===== config.mk =====
export PLATFORM = sky130hd
export DESIGN_NAME = eth_rx_frame_fsm
export DESIGN_NICKNAME = d
export VERILOG_FILES = /design/src/rtl/eth_rx_frame_fsm.sv
export SDC_FILE = /design/constraint.sdc
export NUM_CORES = 1
export LEC_CHECK = 0
export CAP_MARGIN = 20
export CORE_AREA = 4 4 70 72
export CTS_BUF_LIST = sky130_fd_sc_hd__clkbuf_16
export DETAILED_ROUTE_END_ITERATION = 8
export DIE_AREA = 0 0 74 76
export GPL_ROUTABILITY_DRIVEN = 1
export PLACE_DENSITY = 0.77
export SETUP_SLACK_MARGIN = 0.1
export SYNTH_ARGS = -nofsm -noshare
export SYNTH_HDL_FRONTEND = slang
export SYNTH_SLANG_ARGS = --single-unit

===== constraint.sdc =====
create_clock -name iclk -period 1.9 [get_ports iclk]
set_clock_uncertainty 0.2 [all_clocks]
set_input_delay 0.38 -clock iclk [delete_from_list [all_inputs] [get_ports iclk]]
set_output_delay 0.38 -clock iclk [all_outputs]
set_load 0.005 [all_outputs]

===== src/rtl/eth_rx_frame_fsm.sv =====
// eth_rx_frame_fsm: MII receive framer that strips preamble/SFD, forwards DA..FCS and grades each frame.
// Optional CRC-32 FCS checking is compiled in when the macro ETH_RX_CRC_CHECK_EN is defined.
module eth_rx_frame_fsm #(
    parameter int pMEM_WIDTH    = 8,
    parameter int pLEN_WIDTH    = 16,
    parameter int pMIN_PREAMBLE = 7,
    parameter int pMIN_LEN      = 64,
    parameter int pMAX_LEN      = 1518
) (
    input  logic                  iclk,
    input  logic                  i_rst,
    input  logic                  irx_dv,
    input  logic                  irx_er,
    input  logic [pMEM_WIDTH-1:0] irx_d,
    output logic [2:0]            ostate,
    output logic                  odv,
    output logic [pMEM_WIDTH-1:0] od,
    output logic [pLEN_WIDTH-1:0] olen,
    output logic                  oframe_end,
    output logic                  ogood,
    output logic [1:0]            oerr_code
);

    typedef enum logic [2:0] {
        IDLE     = 3'b000,
        PREAMBLE = 3'b001,
        DATA     = 3'b011,
        DONE     = 3'b100,
        DROP     = 3'b101
    } state_t;

    localparam logic [pMEM_WIDTH-1:0] PRE_BYTE  = pMEM_WIDTH'(8'h55);
    localparam logic [pMEM_WIDTH-1:0] SFD_BYTE  = pMEM_WIDTH'(8'hD5);
    localparam logic [2:0]            MIN_PRE   = 3'(pMIN_PREAMBLE);
    localparam logic [2:0]            PRE_SAT   = 3'd7;
    localparam logic [pLEN_WIDTH-1:0] MIN_LEN   = pLEN_WIDTH'(pMIN_LEN);
    localparam logic [pLEN_WIDTH-1:0] MAX_LEN   = pLEN_WIDTH'(pMAX_LEN);
    localparam logic [1:0]            ERR_OK    = 2'b00;
    localparam logic [1:0]            ERR_RUNT  = 2'b01;
    localparam logic [1:0]            ERR_CRC   = 2'b10;
    localparam logic [1:0]            ERR_ABORT = 2'b11;

    state_t     state;
    state_t     state_next;
    logic [2:0] pre_cnt;
    logic       pre_start;
    logic       pre_inc;
    logic       sfd_hit;
    logic       fwd;
    logic       close;
    logic       abort;
    logic       crc_pass;
    logic [1:0] verdict_code;

    always_ff @(posedge iclk or posedge i_rst) begin
        if (i_rst) begin
            state <= IDLE;
        end else begin
            state <= state_next;
        end
    end

    assign ostate = state;

    // Next-state decode; the strobes tell the datapath what this edge does to the frame.
    always_comb begin
        state_next = state;
        pre_start  = 1'b0;
        pre_inc    = 1'b0;
        sfd_hit    = 1'b0;
        fwd        = 1'b0;
        close      = 1'b0;
        abort      = 1'b0;
        case (state)
            IDLE: begin
                if (irx_dv) begin
                    if (irx_d == PRE_BYTE) begin
                        state_next = PREAMBLE;
                        pre_start  = 1'b1;
                    end else begin
                        state_next = DROP;
                    end
                end
            end
            PREAMBLE: begin
                if (!irx_dv) begin
                    state_next = IDLE;
                end else if (irx_er) begin
                    state_next = DROP;
                end else if (irx_d == PRE_BYTE) begin
                    pre_inc = (pre_cnt != PRE_SAT);
                end else if ((irx_d == SFD_BYTE) && (pre_cnt >= MIN_PRE)) begin
                    state_next = DATA;
                    sfd_hit    = 1'b1;
                end else begin
                    state_next = DROP;
                end
            end
            DATA: begin
                if (irx_er || (irx_dv && (olen == MAX_LEN))) begin
                    state_next = DROP;
                    abort      = 1'b1;
                end else if (!irx_dv) begin
                    state_next = DONE;
                    close      = 1'b1;
                end else begin
                    fwd = 1'b1;
                end
            end
            DONE: begin
                state_next = irx_dv ? DROP : IDLE;
            end
            DROP: begin
                if (!irx_dv) begin
                    state_next = IDLE;
                end
            end
            default: begin
                state_next = IDLE;
            end
        endcase
    end

    always_ff @(posedge iclk or posedge i_rst) begin
        if (i_rst) begin
            pre_cnt <= 3'd0;
        end else if (pre_start) begin
            pre_cnt <= 3'd1;
        end else if (pre_inc) begin
            pre_cnt <= pre_cnt + 3'd1;
        end
    end

    // Runt outranks a CRC failure, so a short frame never reports code 10.
    always_comb begin
        verdict_code = ERR_OK;
        if (olen < MIN_LEN) begin
            verdict_code = ERR_RUNT;
        end else if (!crc_pass) begin
            verdict_code = ERR_CRC;
        end
    end

    always_ff @(posedge iclk or posedge i_rst) begin
        if (i_rst) begin
            odv        <= 1'b0;
            od         <= '0;
            olen       <= '0;
            oframe_end <= 1'b0;
            ogood      <= 1'b0;
            oerr_code  <= ERR_OK;
        end else begin
            odv        <= fwd;
            oframe_end <= close | abort;
            if (sfd_hit) begin
                olen <= '0;
            end else if (fwd) begin
                olen <= olen + pLEN_WIDTH'(1);
            end
            if (fwd) begin
                od <= irx_d;
            end
            if (close) begin
                ogood     <= (verdict_code == ERR_OK);
                oerr_code <= verdict_code;
            end else if (abort) begin
                ogood     <= 1'b0;
                oerr_code <= ERR_ABORT;
            end
        end
    end

`ifdef ETH_RX_CRC_CHECK_EN
    localparam logic [31:0] CRC_INIT    = 32'hFFFF_FFFF;
    localparam logic [31:0] CRC_POLY    = 32'hEDB8_8320;
    localparam logic [31:0] CRC_RESIDUE = 32'hDEBB_20E3;

    logic [31:0] crc;

    function automatic logic [31:0] crc_step(input logic [31:0] c, input logic [pMEM_WIDTH-1:0] d);
        logic [31:0] r;
        r = c ^ 32'(d);
        for (int b = 0; b < pMEM_WIDTH; b++) begin
            r = r[0] ? ((r >> 1) ^ CRC_POLY) : (r >> 1);
        end
        return r;
    endfunction

    // Running over the FCS too leaves the fixed residue when the frame is intact.
    always_ff @(posedge iclk or posedge i_rst) begin
        if (i_rst) begin
            crc <= CRC_INIT;
        end else if (sfd_hit) begin
            crc <= CRC_INIT;
        end else if (fwd) begin
            crc <= crc_step(crc, irx_d);
        end
    end

    assign crc_pass = (crc == CRC_RESIDUE);
`else
    assign crc_pass = 1'b1;
`endif

endmodule


==> results.yml <==
final_layout:
  diodes: 0
  final_cell_area_um2: 3357
  final_common_cell: "buf_4"
  layout.nets: 318
  final_util_pct: 78.18
  syn_to_final_growth_pct: 80.19
  drive_gt1_share_pct: 48.51
  layout_common_cells: "buf_4, dfrtp_1, dlygate4sd2_1"
drt:
  wl_per_cell_um: 20.67
  wl_met2_mm: 3.528
  wl_met1_mm: 2.859
  route.met3.wl_um: 502
  post-route-drc-count: 0
  drtIter0Drc: 162
  ant_nets: 0
  wl_mm: 7.337
  avgViaCountPerCell: 6.144
  vias: 2181
  routed.top_layer: "met4"
  first_pass_iters: 5
clock_tree:
  cts_sinks: 35
  insertion_delay_ns: 0.28
  cts_tree: "yes"
  root_buffer: "clkbuf_16"
  cts_buffers: 5
  holdBufCountCts: 0
  path_clk_slew_ns: 0.06
  h-tree-depth: 2
  clock_path_buffers: 2
timing:
  fin_ws_ns: -0.1480
  setup_violations: 24
  fin_tns_setup_ns: -2.124
  finalMaxSlewViolations: 0
  min_period_ns: 2.048
  max-slew-margin-rel_pct: 71.73
  worst_slew_pin_slew_ns: 0.4205
  whs_ns: 0.2447
  final_hold_viol_count: 0
  rsz0062_at_grt: "yes"
  max_freq_mhz: 488.3
  fin_crit_sh_pct: 107.8
worst_setup_path:
  critical-path-top-delay-family: "simple AND/OR/NAND/NOR gates"
  startpoint_type: "flop"
  critical_path.max_fanout: 8
  worstPathArrival_ns: 2.01
  path_class: "flop to flop"
  crit_chain: "buf_4 > nor4bb_4 > nand4_1 > nand2_2 > buf_12 > mux2_4"
  required_ns: 1.86
  worst-path-buf-inv: 2
  crit_path_top_delay_cell: "dfrtp_1"
  max_stage_delay_ns: 0.39
  endpoint_kind: "flop"
grt:
  antenna_found_initial: 0
  grt_max_degree: 36
  grt_usage_pct: 25.19
  grt_pass1_wl_mm: 10.81
  grt_pass1_vias: 2128
  overflow: 0
synthesis:
  synth_top_cell_by_area: "dfrtp_1"
  synth_cells: 177
  syn_nets: 193
  ys_seq_area_share_pct: 47.01
  ys_ff_latch: 35
  async_flop_share_pct: 100.0
  synth_edf_count: 0
  synth_area_leaders: "dfrtp_1, mux2_2, a21oi_1"
  syn_avg_cell_area_um2: 10.53
  yosysUniqueCellTypes: 40
  ys.flop_type: "dfrtp_1"
  syn_area_um2: 1863
  yosysTopAreaCellShare_pct: 47.01
  ys_warn_count: 0
place:
  dpl_worst_slack_ns: -0.6130
  dpl.hpwl_mm: 3.943
  placed_area_um2: 2860
  buffer_ports.inserted: 43
  gp_congestion: 0.9271
power:
  p_per_area_nw_per_um2: 537.9
  p_leak_nw: 1.615
  ir_drop_v: 0.0004175
outcome:
  violations: "setup timing"
  status: "complete, but fails checks"
floorplan:
  die_w_um: 74
  start_util_pct: 43.39
  fp-row-count: 24
  num_io_pins: 44
  core-area_um2: 4294
  fp.dieH_um: 76
  fp.dieArea_um2: 5624
min_path:
  hold_path.class: "input port to async pin"
flow_run:
  max-cap-violations: 0
where the power goes:
part	leakage [nW]	internal [mW]	switching, mW
sequential	0.473	0.762	0.0189
combinational	1.07	0.128	0.120
clock	0.0701	0.471	0.305
registers in the layout, indices dropped and copies added, names as in the netlist:
signal      cells
olen           16
od              8
ostate          3
pre_cnt         3
oerr_code       2
odv             1
oframe_end      1
ogood           1
final cells by class:
| type | count | area [µm²] |
|---|---|---|
| Sequential cell | 35 | 882.1 |
| Tap cell | 52 | 65.06 |
| Clock buffer | 5 | 125.1 |
| Multi-Input combinational cell | 132 | 1199 |
| Timing Repair Buffer | 122 | 1050 |
| Inverter | 6 | 25.02 |
| Clock inverter | 3 | 11.26 |
| Fill cell | 254 | 937.1 |
repair_timing:
item,4_1_cts,5_1_grt
gates resized for setup,75,25
setup buffers,14,8
endpoints found under the setup margin,52,35
pin swaps,13,12
gates cloned,0,0
worst min-delay path, cell delays in order:
cell             delay (ns)
clkdlybuf4s50_1        0.39
inv_1                  0.09
buf_12                 0.22
cell families after synthesis:
family | Yosys count | synth area share, %
fa+ha+maj | 4 | 2.686
xor+xnor | 5 | 2.350
flops | 35 | 47.01
compound gates | 36 | 11.89
buf+inv | 10 | 2.216
simple gates | 77 | 27.94
mux | 10 | 5.910
Yosys cell counts (2+ instances only):
master     n
or4bb_1    3
nor3_1     4
or3_1      3
or4_1      8
mux2_2     8
nor4_1     7
mux2i_1    2
a211oi_1   2
inv_1      6
and3b_1    2
and4_1     3
nor4bb_1   2
o21ai_0    8
nor2b_1    3
a41oi_1    2
dfrtp_1   35
nand3_1    5
ha_1       4
nand2_1   10
nand3b_1   2
a21oi_1   14
o31ai_1    7
buf_2      3
xnor2_1    4
nand4_1    5
nand2b_1   3
nor2_1     9
path summary, 6_finish.rpt:
path,start,to,slack (ns),cells past startpoint
min reg2reg,od[1],od[1],0.30,1
max,olen[2],od[6],-0.15,6
max reg2reg,olen[2],od[6],-0.15,6
max in group asynchronous,i_rst,olen[6],1.06,3
min in group iclk,irx_d[0],od[0],0.24,3
min,i_rst,oerr_code[0],0.24,3
metal layers:
layer,global-route usage (%),up-vias
met5,0,-
li1,-,929
met3,5.541,47
met1,30.39,1085
met2,40.51,120
met4,14.13,0
metrics by stage:
stage          cells  power [mW]
2_1_floorplan    177      0.8738
3_3_place_gp     326       1.006
3_5_place_dp     326       1.011
4_1_cts          348       1.772
5_1_grt          355       1.859
6_report         355       1.806
No activity file was read; power rests on OpenSTA's default activity.
